<file path="config.mk">
export PLATFORM = sky130hd
export DESIGN_NAME = pipe_ctrl
export DESIGN_NICKNAME = d
export VERILOG_FILES = /design/src/rtl/pipe_pkg.sv /design/src/rtl/sat_counter.sv /design/src/rtl/pipe_ctrl.sv
export SDC_FILE = /design/constraint.sdc
export NUM_CORES = 1
export LEC_CHECK = 0
export CAP_MARGIN = 20
export CORE_UTILIZATION = 40
export CTS_CLUSTER_DIAMETER = 150
export DETAILED_ROUTE_END_ITERATION = 6
export GPL_TIMING_DRIVEN = 0
export HOLD_SLACK_MARGIN = 0.15
export PLACE_DENSITY = 0.69
export SLEW_MARGIN = 20
export SYNTH_ARGS = -nofsm -noshare
export SYNTH_HDL_FRONTEND = slang
export SYNTH_HIERARCHICAL = 1
export SYNTH_SLANG_ARGS = --single-unit
</file>
<file path="constraint.sdc">
create_clock -name clk -period 4.1 [get_ports clk]
set_input_delay 0.41 -clock clk [delete_from_list [all_inputs] [get_ports clk]]
set_output_delay 0.41 -clock clk [all_outputs]
set_load 0.01 [all_outputs]
</file>
<file path="src/rtl/pipe_pkg.sv">
// Shared definitions for the pipeline control block.
//   pipe_state_e : controller state encoding (RUN / MDWAIT)
//   REG_W        : architectural register index width
//   MD_MAX_DEF   : default cap on cycles spent waiting for mult/div
//   CNT_W_DEF    : default performance counter width
package pipe_pkg;

  typedef enum logic {
    RUN    = 1'b0,
    MDWAIT = 1'b1
  } pipe_state_e;

  localparam int REG_W      = 5;
  localparam int MD_MAX_DEF = 40;
  localparam int CNT_W_DEF  = 16;

endpackage

</file>
<file path="src/rtl/sat_counter.sv">
// Saturating up-counter used for the pipeline performance counters.
//   clk   : clock
//   clr_i : synchronous clear, wins over increment
//   inc_i : increment request for this cycle
//   cnt_o : current count; holds at all-ones instead of wrapping
module sat_counter #(
  parameter int W = 16
) (
  input  logic         clk,
  input  logic         clr_i,
  input  logic         inc_i,
  output logic [W-1:0] cnt_o
);

  logic [W-1:0] cnt_q;
  logic [W-1:0] cnt_d;

  always_comb begin
    cnt_d = cnt_q;
    if (clr_i) begin
      cnt_d = '0;
    end else if (inc_i && (cnt_q != '1)) begin
      cnt_d = cnt_q + W'(1);
    end
  end

  always_ff @(posedge clk) begin
    cnt_q <= cnt_d;
  end

  assign cnt_o = cnt_q;

endmodule

</file>
<file path="src/rtl/pipe_ctrl.sv">
// Control end of the five-stage latch chain (PC, F/D, D/X, X/M, M/W).
// Produces per-stage enables and clears to resolve load-use stalls,
// taken-branch flushes and multi-cycle mult/div freezes, and keeps
// saturating stall/flush counters.
//
// Ports:
//   clk, clr              : clock and synchronous active-high reset
//   fd_rs1/2, fd_use1/2   : source registers of the F/D instruction
//   dx_load, dx_rd        : D/X instruction is a load, and its destination
//   br_taken              : X-stage branch/jump resolved taken
//   md_start, md_ready    : mult/div first cycle / result valid
//   pc_en..mw_en          : stage enables (combinational)
//   fd_clr..xm_clr        : stage clears, bubble insert (combinational)
//   md_timeout            : sticky, set when a mult/div wait hit MD_MAX
//   stall_cnt, flush_cnt  : saturating performance counters
//   dbg_state             : current controller state, for observation
//
// No handshakes here: every input is a level valid for the current cycle,
// and every stage-control output applies to the same cycle's latch update.
module pipe_ctrl
  import pipe_pkg::*;
#(
  parameter int MD_MAX = MD_MAX_DEF,
  parameter int CNT_W  = CNT_W_DEF
) (
  input  logic             clk,
  input  logic             clr,
  input  logic [REG_W-1:0] fd_rs1,
  input  logic [REG_W-1:0] fd_rs2,
  input  logic             fd_use1,
  input  logic             fd_use2,
  input  logic             dx_load,
  input  logic [REG_W-1:0] dx_rd,
  input  logic             br_taken,
  input  logic             md_start,
  input  logic             md_ready,
  output logic             pc_en,
  output logic             fd_en,
  output logic             dx_en,
  output logic             xm_en,
  output logic             mw_en,
  output logic             fd_clr,
  output logic             dx_clr,
  output logic             xm_clr,
  output logic             md_timeout,
  output logic [CNT_W-1:0] stall_cnt,
  output logic [CNT_W-1:0] flush_cnt,
  output pipe_state_e      dbg_state
);

  localparam int MDT_W = (MD_MAX > 2) ? $clog2(MD_MAX) : 1;
  localparam logic [MDT_W-1:0] MDT_LAST = MDT_W'(MD_MAX - 1);

  pipe_state_e      state_q, state_d;
  logic [MDT_W-1:0] md_t_q, md_t_d;
  logic             md_timeout_q, md_timeout_d;
  logic             luh;
  logic             flush_inc;
  logic             stall_inc;

  // A load into x0 never creates a dependency.
  assign luh = dx_load && (dx_rd != '0) &&
               ((fd_use1 && (fd_rs1 == dx_rd)) ||
                (fd_use2 && (fd_rs2 == dx_rd)));

  always_comb begin
    pc_en        = 1'b1;
    fd_en        = 1'b1;
    dx_en        = 1'b1;
    xm_en        = 1'b1;
    mw_en        = 1'b1;
    fd_clr       = 1'b0;
    dx_clr       = 1'b0;
    xm_clr       = 1'b0;
    state_d      = state_q;
    md_t_d       = md_t_q;
    md_timeout_d = md_timeout_q;
    flush_inc    = 1'b0;

    if (clr) begin
      pc_en        = 1'b0;
      fd_en        = 1'b0;
      dx_en        = 1'b0;
      xm_en        = 1'b0;
      mw_en        = 1'b0;
      fd_clr       = 1'b1;
      dx_clr       = 1'b1;
      xm_clr       = 1'b1;
      state_d      = RUN;
      md_t_d       = '0;
      md_timeout_d = 1'b0;
    end else begin
      unique case (state_q)
        RUN: begin
          if (br_taken) begin
            // Squash the two younger instructions; the branch itself moves on.
            fd_clr    = 1'b1;
            dx_clr    = 1'b1;
            flush_inc = 1'b1;
          end else if (md_start && !md_ready) begin
            // Freeze front end, keep a bubble in X/M while the unit works.
            pc_en   = 1'b0;
            fd_en   = 1'b0;
            dx_en   = 1'b0;
            xm_clr  = 1'b1;
            state_d = MDWAIT;
            md_t_d  = MDT_W'(1);
          end else if (md_start && md_ready) begin
            // Single-cycle op: nothing to resolve.
          end else if (luh) begin
            pc_en  = 1'b0;
            fd_en  = 1'b0;
            dx_clr = 1'b1;
          end
        end
        MDWAIT: begin
          if (md_ready) begin
            state_d = RUN;
            md_t_d  = '0;
          end else if (md_t_q == MDT_LAST) begin
            // Give up waiting; release the pipe as if the result arrived.
            md_timeout_d = 1'b1;
            state_d      = RUN;
            md_t_d       = '0;
          end else begin
            pc_en  = 1'b0;
            fd_en  = 1'b0;
            dx_en  = 1'b0;
            xm_clr = 1'b1;
            md_t_d = md_t_q + MDT_W'(1);
          end
        end
        default: begin
          state_d = RUN;
          md_t_d  = '0;
        end
      endcase
    end
  end

  assign stall_inc = !clr && !pc_en;

  always_ff @(posedge clk) begin
    state_q      <= state_d;
    md_t_q       <= md_t_d;
    md_timeout_q <= md_timeout_d;
  end

  sat_counter #(.W(CNT_W)) u_stall_cnt (
    .clk   (clk),
    .clr_i (clr),
    .inc_i (stall_inc),
    .cnt_o (stall_cnt)
  );

  sat_counter #(.W(CNT_W)) u_flush_cnt (
    .clk   (clk),
    .clr_i (clr),
    .inc_i (flush_inc),
    .cnt_o (flush_cnt)
  );

  assign md_timeout = md_timeout_q;
  assign dbg_state  = state_q;

endmodule
</file>
==> results of run 1 <==
[stage by stage]
step | utilization | hold slack [ns] | cells
CTS | 0.571 | 0.453 | 416
global placement | 0.548 | 0.457 | 408
finish | 0.571 | 0.455 | 416
detailed placement | 0.548 | 0.467 | 408
global route | 0.571 | 0.482 | 416
floorplan | - | 0.444 | 273
[layout make-up]
type,instances,area (um^2),area share
buffer,11,51.3,0.0163
clock buffer,7,96.3,0.0307
clock inverter,1,30.0,0.00956
sequential,40,801,0.255
multi-input combinational,214,1410,0.450
inverter,8,30.0,0.00956
tap,72,90.1,0.0287
timing repair buffer,63,631,0.201
[cells in the mapped netlist, types with 6 or more instances]
master / n / area [um^2]
nand3_1: 12 / 60.1
xor2_1: 10 / 87.6
nand4_1: 6 / 37.5
nor3_1: 9 / 45.0
xnor2_1: 6 / 52.6
nand2_1: 17 / 63.8
and4_1: 6 / 52.6
o21ai_0: 12 / 60.1
or3_1: 8 / 50.1
or4_1: 15 / 113
dfxtp_1: 40 / 801
a21oi_1: 25 / 125
nor2_1: 21 / 78.8
o31ai_1: 12 / 90.1
inv_1: 8 / 30.0
[worst min path at each step]
stage               from                   end  slack [ns]
2_1_floorplan  md_t_q[1]             md_t_q[1]        0.44
3_3_place_gp   md_t_q[1]             md_t_q[1]        0.46
3_5_place_dp   md_t_q[1]             md_t_q[1]        0.47
4_1_cts              clr  u_flush_cnt/cnt_o[8]        0.45
5_1_grt              clr  u_flush_cnt/cnt_o[8]        0.48
6_report             clr             dbg_state        0.46
[layer usage]
layer,GRT usage,wire [um]
met1,0.245,2650
met2,0.333,2760
met3,0.0494,244
met4,0.0453,16
met5,0,0
[cell families (layout without fill, tap and decap cells)]
logic type               count (synthesis)  in the layout  share of synthesized area
AND/OR/NAND/NOR                        124            124                      0.336
AO/OA/AOI/OAI                           67             67                      0.184
flip-flops                              40             40                      0.349
buffers and inverters                   19             90                     0.0354
XOR/XNOR                                16             16                     0.0611
multiplexers                             4              4                     0.0185
adder cells (fa/ha/maj)                  3              3                     0.0164
[flip-flops by register name, summed over array words and instances (netlist names)]
register / count
dbg_state: 1
md_t_q: 6
md_timeout: 1
u_flush_cnt/cnt_o: 16
u_stall_cnt/cnt_o: 16
[power groups by stage]
stage,combinational [mW],clock (mW),sequential [mW]
2_1_floorplan,0.0354,0,0.404
3_5_place_dp,0.0816,0,0.404
3_3_place_gp,0.0803,0,0.404
6_report,0.0813,0.354,0.395
4_1_cts,0.0818,0.367,0.395
5_1_grt,0.0885,0.384,0.395
==> flow_metrics.tcl, run 1 <==
set metrics [dict create \
    max_cap_violations 0 \
    synth_flop_cell "dfxtp_1" \
    cp_max_fo 3 \
    grt_overflow 0 \
    fin_skew_ns 0.00375 \
    critPathLaunch "dx_rd[3]" \
    pwr-share-seq 0.475 \
    min_period_ns 2.94 \
    synth-edff-count 0 \
    cts_buffers 5 \
    post_cts_resized 0 \
    layout-drive-gt1-share 0.0640 \
    critPathKind "in -> out" \
    yosysSeqAreaShare 0.349 \
    ant_nets 0 \
    io_buffers 63 \
    cp_top_family "buffers and inverters" \
    root_buffer "clkbuf_8" \
    dieArea_um2 6040 \
    crit_path_start_kind "input pin" \
    tns_ns 0 \
    syn_area_um2 2290 \
    area_growth_syn_to_layout_pct 36.9 \
    grt_max_degree 13 \
    start_util 0.417 \
    rows 27 \
    final_cell_area_um2 3140 \
    period_share 0.718 \
    r2r_cells 9 \
    p_comb_frac 0.098 \
    r2r-start "md_t_q[0]" \
    power_mw 0.830 \
    drt_pass1_iterations 4 \
    ys_types 47 \
    leakagePower_nw 1.03 \
    crit_required_ns 3.69 \
    ys_ff_latch 40 \
    fillers 520 \
    cp_slowest_cell "clkdlybuf4s50_1" \
    setup_violations 0 \
    syn_avg_cell_area_um2 8.41 \
    via_count 2344 \
    place.gp.congestion 0.829 \
    synthesis.instances 273 \
    rr_endpoint "u_stall_cnt/cnt_o[15]" \
    async_flop_share 0 \
    io_pins 65 \
    vias_per_cell 5.63 \
    yosysWarnings 6 \
    slew_violations 0 \
    cts_num_sinks 40 \
    grt_pass1_vias 2074 \
    arrival_ns 2.53 \
    antennaDiodeCount 0 \
    antenna_found_initial 0 \
    dpl_worst_slack_ns 0.967 \
    hold_path.class "in -> reg" \
    relSlewSlack 0.604 \
    cts_tree "done" \
    wl_per_cell_um 13.6 \
    p_int_mw 0.650 \
    final_common_cell "clkdlybuf4s50_1" \
    path_common_cell "clkdlybuf4s50_1" \
    crit_chain "clkdlybuf4s50_1 -> xor2_1 -> nor4_2 -> a32oi_1 -> o311a_1 -> buf_4 -> clkdlybuf4s50_1" \
    cts.htree.levels 2 \
    power_frac_clock 0.427 \
    power_density_nw_per_um2 264 \
    status "complete, no violations" \
    worst_pin_slew_ns 0.586 \
    placed_area_um2 3020 \
    grt_pass1_wl_mm 9.55 \
    fin_nets 369 \
    setup.worst_path.end "pc_en" \
    cts_buffer_depth 2 \
    cp.buffers_inverters 3 \
    holdBufCountCts 0 \
    hold_violations 0 \
    worstSkewPairLatency_ns 0.29 \
    critical_path_depth 7 \
    dieHeight_um 77.7 \
    cpPeakStageDelay_ns 0.46 \
    endpoint_kind "output port" \
    drt_wl_total_mm 5.67 \
    final_cell_mix "clkdlybuf4s50_1 (63), dfxtp_1 (40), a21oi_1 (25)" \
    drc_errors 0 \
    rsz0062_at_grt "no" \
    holdPathStages 2 \
    cts.clk_slew.worst_paths_ns 0.08 \
    die_w_um 77.7 \
    switching_share 0.217 \
    dp_hpwl_mm 4.15 \
    rrSetupSlack_ns 1.37 \
    synth_nets 299 \
    core_area_um2 5510 \
    setup_ws_ns 1.16 \
    p_sw_mw 0.180 \
    fmax_mhz 340 \
    grt_use_total 0.195 \
    post-cts-setup-buffers 0 \
    drt_iter0_drc 100 \
    vdd_drop_max_mv 0.268 \
]
(Power assumes the default switching activity.)
==> run 2, diff against run 1 <==
==> constraint.sdc (replaced) <==
create_clock -name clk -period 2.8 [get_ports clk]
set_input_delay 0.28 -clock clk [delete_from_list [all_inputs] [get_ports clk]]
set_output_delay 0.28 -clock clk [all_outputs]
set_load 0.01 [all_outputs]
==> run 2 against run 1 <==
Compared with the run above:
- worst hold slack worse by 0.13 ns
- utilization grew 0.30 points
- first-iteration DRC count increased by 9.0%
- via count decreased by 0.26%
- combinational power up 49%
- total power grew 47%
- critical path depth unchanged
- flip-flop and latch count unchanged
==> flow_metrics.tcl, run 2 (synthesized netlist as in run 1, its figures left out) <==
set metrics [dict create \
    max_cap_violations 0 \
    leakagePower_nw 1.05 \
    arrival_ns 2.39 \
    io_buffers 63 \
    rows 27 \
    min_period_ns 2.67 \
    cts.clk_slew.worst_paths_ns 0.08 \
    setup_violations 0 \
    period_share 0.954 \
    drt_pass1_iterations 4 \
    dieHeight_um 77.7 \
    grt_use_total 0.195 \
    die_w_um 77.7 \
    dpl.cell_count 408 \
    worstSkewPairLatency_ns 0.29 \
    final_cell_area_um2 3160 \
    final_cell_count_no_fill 416 \
    place.gp.congestion 0.829 \
    rsz0062_at_grt "no" \
    wl_per_cell_um 13.7 \
    hold_violations 0 \
    drc_errors 0 \
    layout-drive-gt1-share 0.0698 \
    drt_iter0_drc 109 \
    cpPeakStageDelay_ns 0.47 \
    cts_buffer_depth 2 \
    area_growth_syn_to_layout_pct 37.6 \
    crit_required_ns 2.52 \
    path_common_cell "clkdlybuf4s50_1" \
    antenna_found_initial 0 \
    post-cts-setup-buffers 0 \
    relSlewSlack 0.604 \
    cts_num_sinks 40 \
    power_mw 1.22 \
    start_util 0.417 \
    vias_per_cell 5.62 \
    io_pins 65 \
    cts_tree "done" \
    grt_pass1_wl_mm 9.55 \
    crit_chain "clkdlybuf4s50_1 -> xor2_1 -> nor4_2 -> a32oi_2 -> o311a_1 -> buf_4 -> clkdlybuf4s50_1" \
    status "complete, no violations" \
    fin_skew_ns 0.00434 \
    rrSetupSlack_ns 0.23 \
    vdd_drop_max_mv 0.391 \
    cp_slowest_cell "clkdlybuf4s50_1" \
    fin_nets 369 \
    dp_hpwl_mm 4.15 \
    placed_area_um2 3020 \
    cp_max_fo 3 \
    cts.htree.levels 2 \
    root_buffer "clkbuf_8" \
    final_cell_mix "clkdlybuf4s50_1 (62), dfxtp_1 (40), a21oi_1 (25)" \
    via_count 2338 \
    holdBufCountCts 0 \
    grt_max_degree 13 \
    endpoint_kind "output port" \
    hold_path.class "in -> reg" \
    dieArea_um2 6040 \
    fillers 520 \
    fmax_mhz 374 \
    slew_violations 0 \
    final_common_cell "clkdlybuf4s50_1" \
    ant_nets 0 \
    grt_pass1_vias 2074 \
    antennaDiodeCount 0 \
    drt_wl_total_mm 5.71 \
    worst_pin_slew_ns 0.586 \
    grt_overflow 0 \
    power_density_nw_per_um2 386 \
    critPathKind "in -> out" \
    core_area_um2 5510 \
    crit_path_start_kind "input pin" \
    cts_buffers 5 \
    post_cts_resized 0 \
]
## run 2: cell types whose count changed in the layout (fill, tap and decap cells not counted), sizes merged
cell,change
dlymetal6s2s,+1
clkdlybuf4s50,-1
## run 2: layer usage
metal | up-vias | part of all wire | track usage
met5 | - | 0 | 0
met1 | 1114 | 0.47 | 0.245
met2 | 40 | 0.49 | 0.333
met3 | 4 | 0.042 | 0.0494
met4 | 0 | 0.0037 | 0.0453
li1 | 1180 | - | -
## run 2: area by class of cell
type | count | area (um^2) | area share
timing repair buffer | 63 | 633 | 0.200
buffer | 11 | 51.3 | 0.0162
clock buffer | 7 | 96.3 | 0.0305
sequential | 40 | 801 | 0.254
inverter | 8 | 30.0 | 0.00951
multi-input combinational | 214 | 1430 | 0.452
tap | 72 | 90.1 | 0.0285
clock inverter | 1 | 30.0 | 0.00951
## run 2: worst max-delay path: cells and delay by family
| kind | cells | cell delay (ns) |
|---|---|---|
| compound gates | 2 | 0.53 |
| simple gates | 1 | 0.31 |
| buf+inv | 3 | 1.07 |
| xor+xnor | 1 | 0.20 |
## run 2: stage by stage
stage,setup WS (ns),utilization,setup TNS [ns],hold slack [ns]
after floorplan,0.459,-,0,0.444
after global placement,-0.163,0.548,-0.876,0.457
after detailed placement,-0.203,0.548,-1.13,0.467
after CTS,0.0775,0.571,0,0.323
after global routing,0.00245,0.574,0,0.352
final,0.128,0.574,0,0.324
## run 2: final timing paths
check | from | cells past startpoint | endpoint
worst max-delay path | dx_rd[1] | 7 | pc_en
worst min-delay path | clr | 2 | u_flush_cnt/cnt_o[8]
worst max register to register | md_t_q[0] | 9 | u_stall_cnt/cnt_o[13]
worst min register to register | md_timeout | 2 | md_timeout
## run 2: where the power goes
part	switching (mW)	leakage, nW	internal [mW]
Sequential	0.00558	0.323	0.572
Combinational	0.0557	0.662	0.0654
Clock	0.206	0.0645	0.315
Total	0.267	1.05	0.952
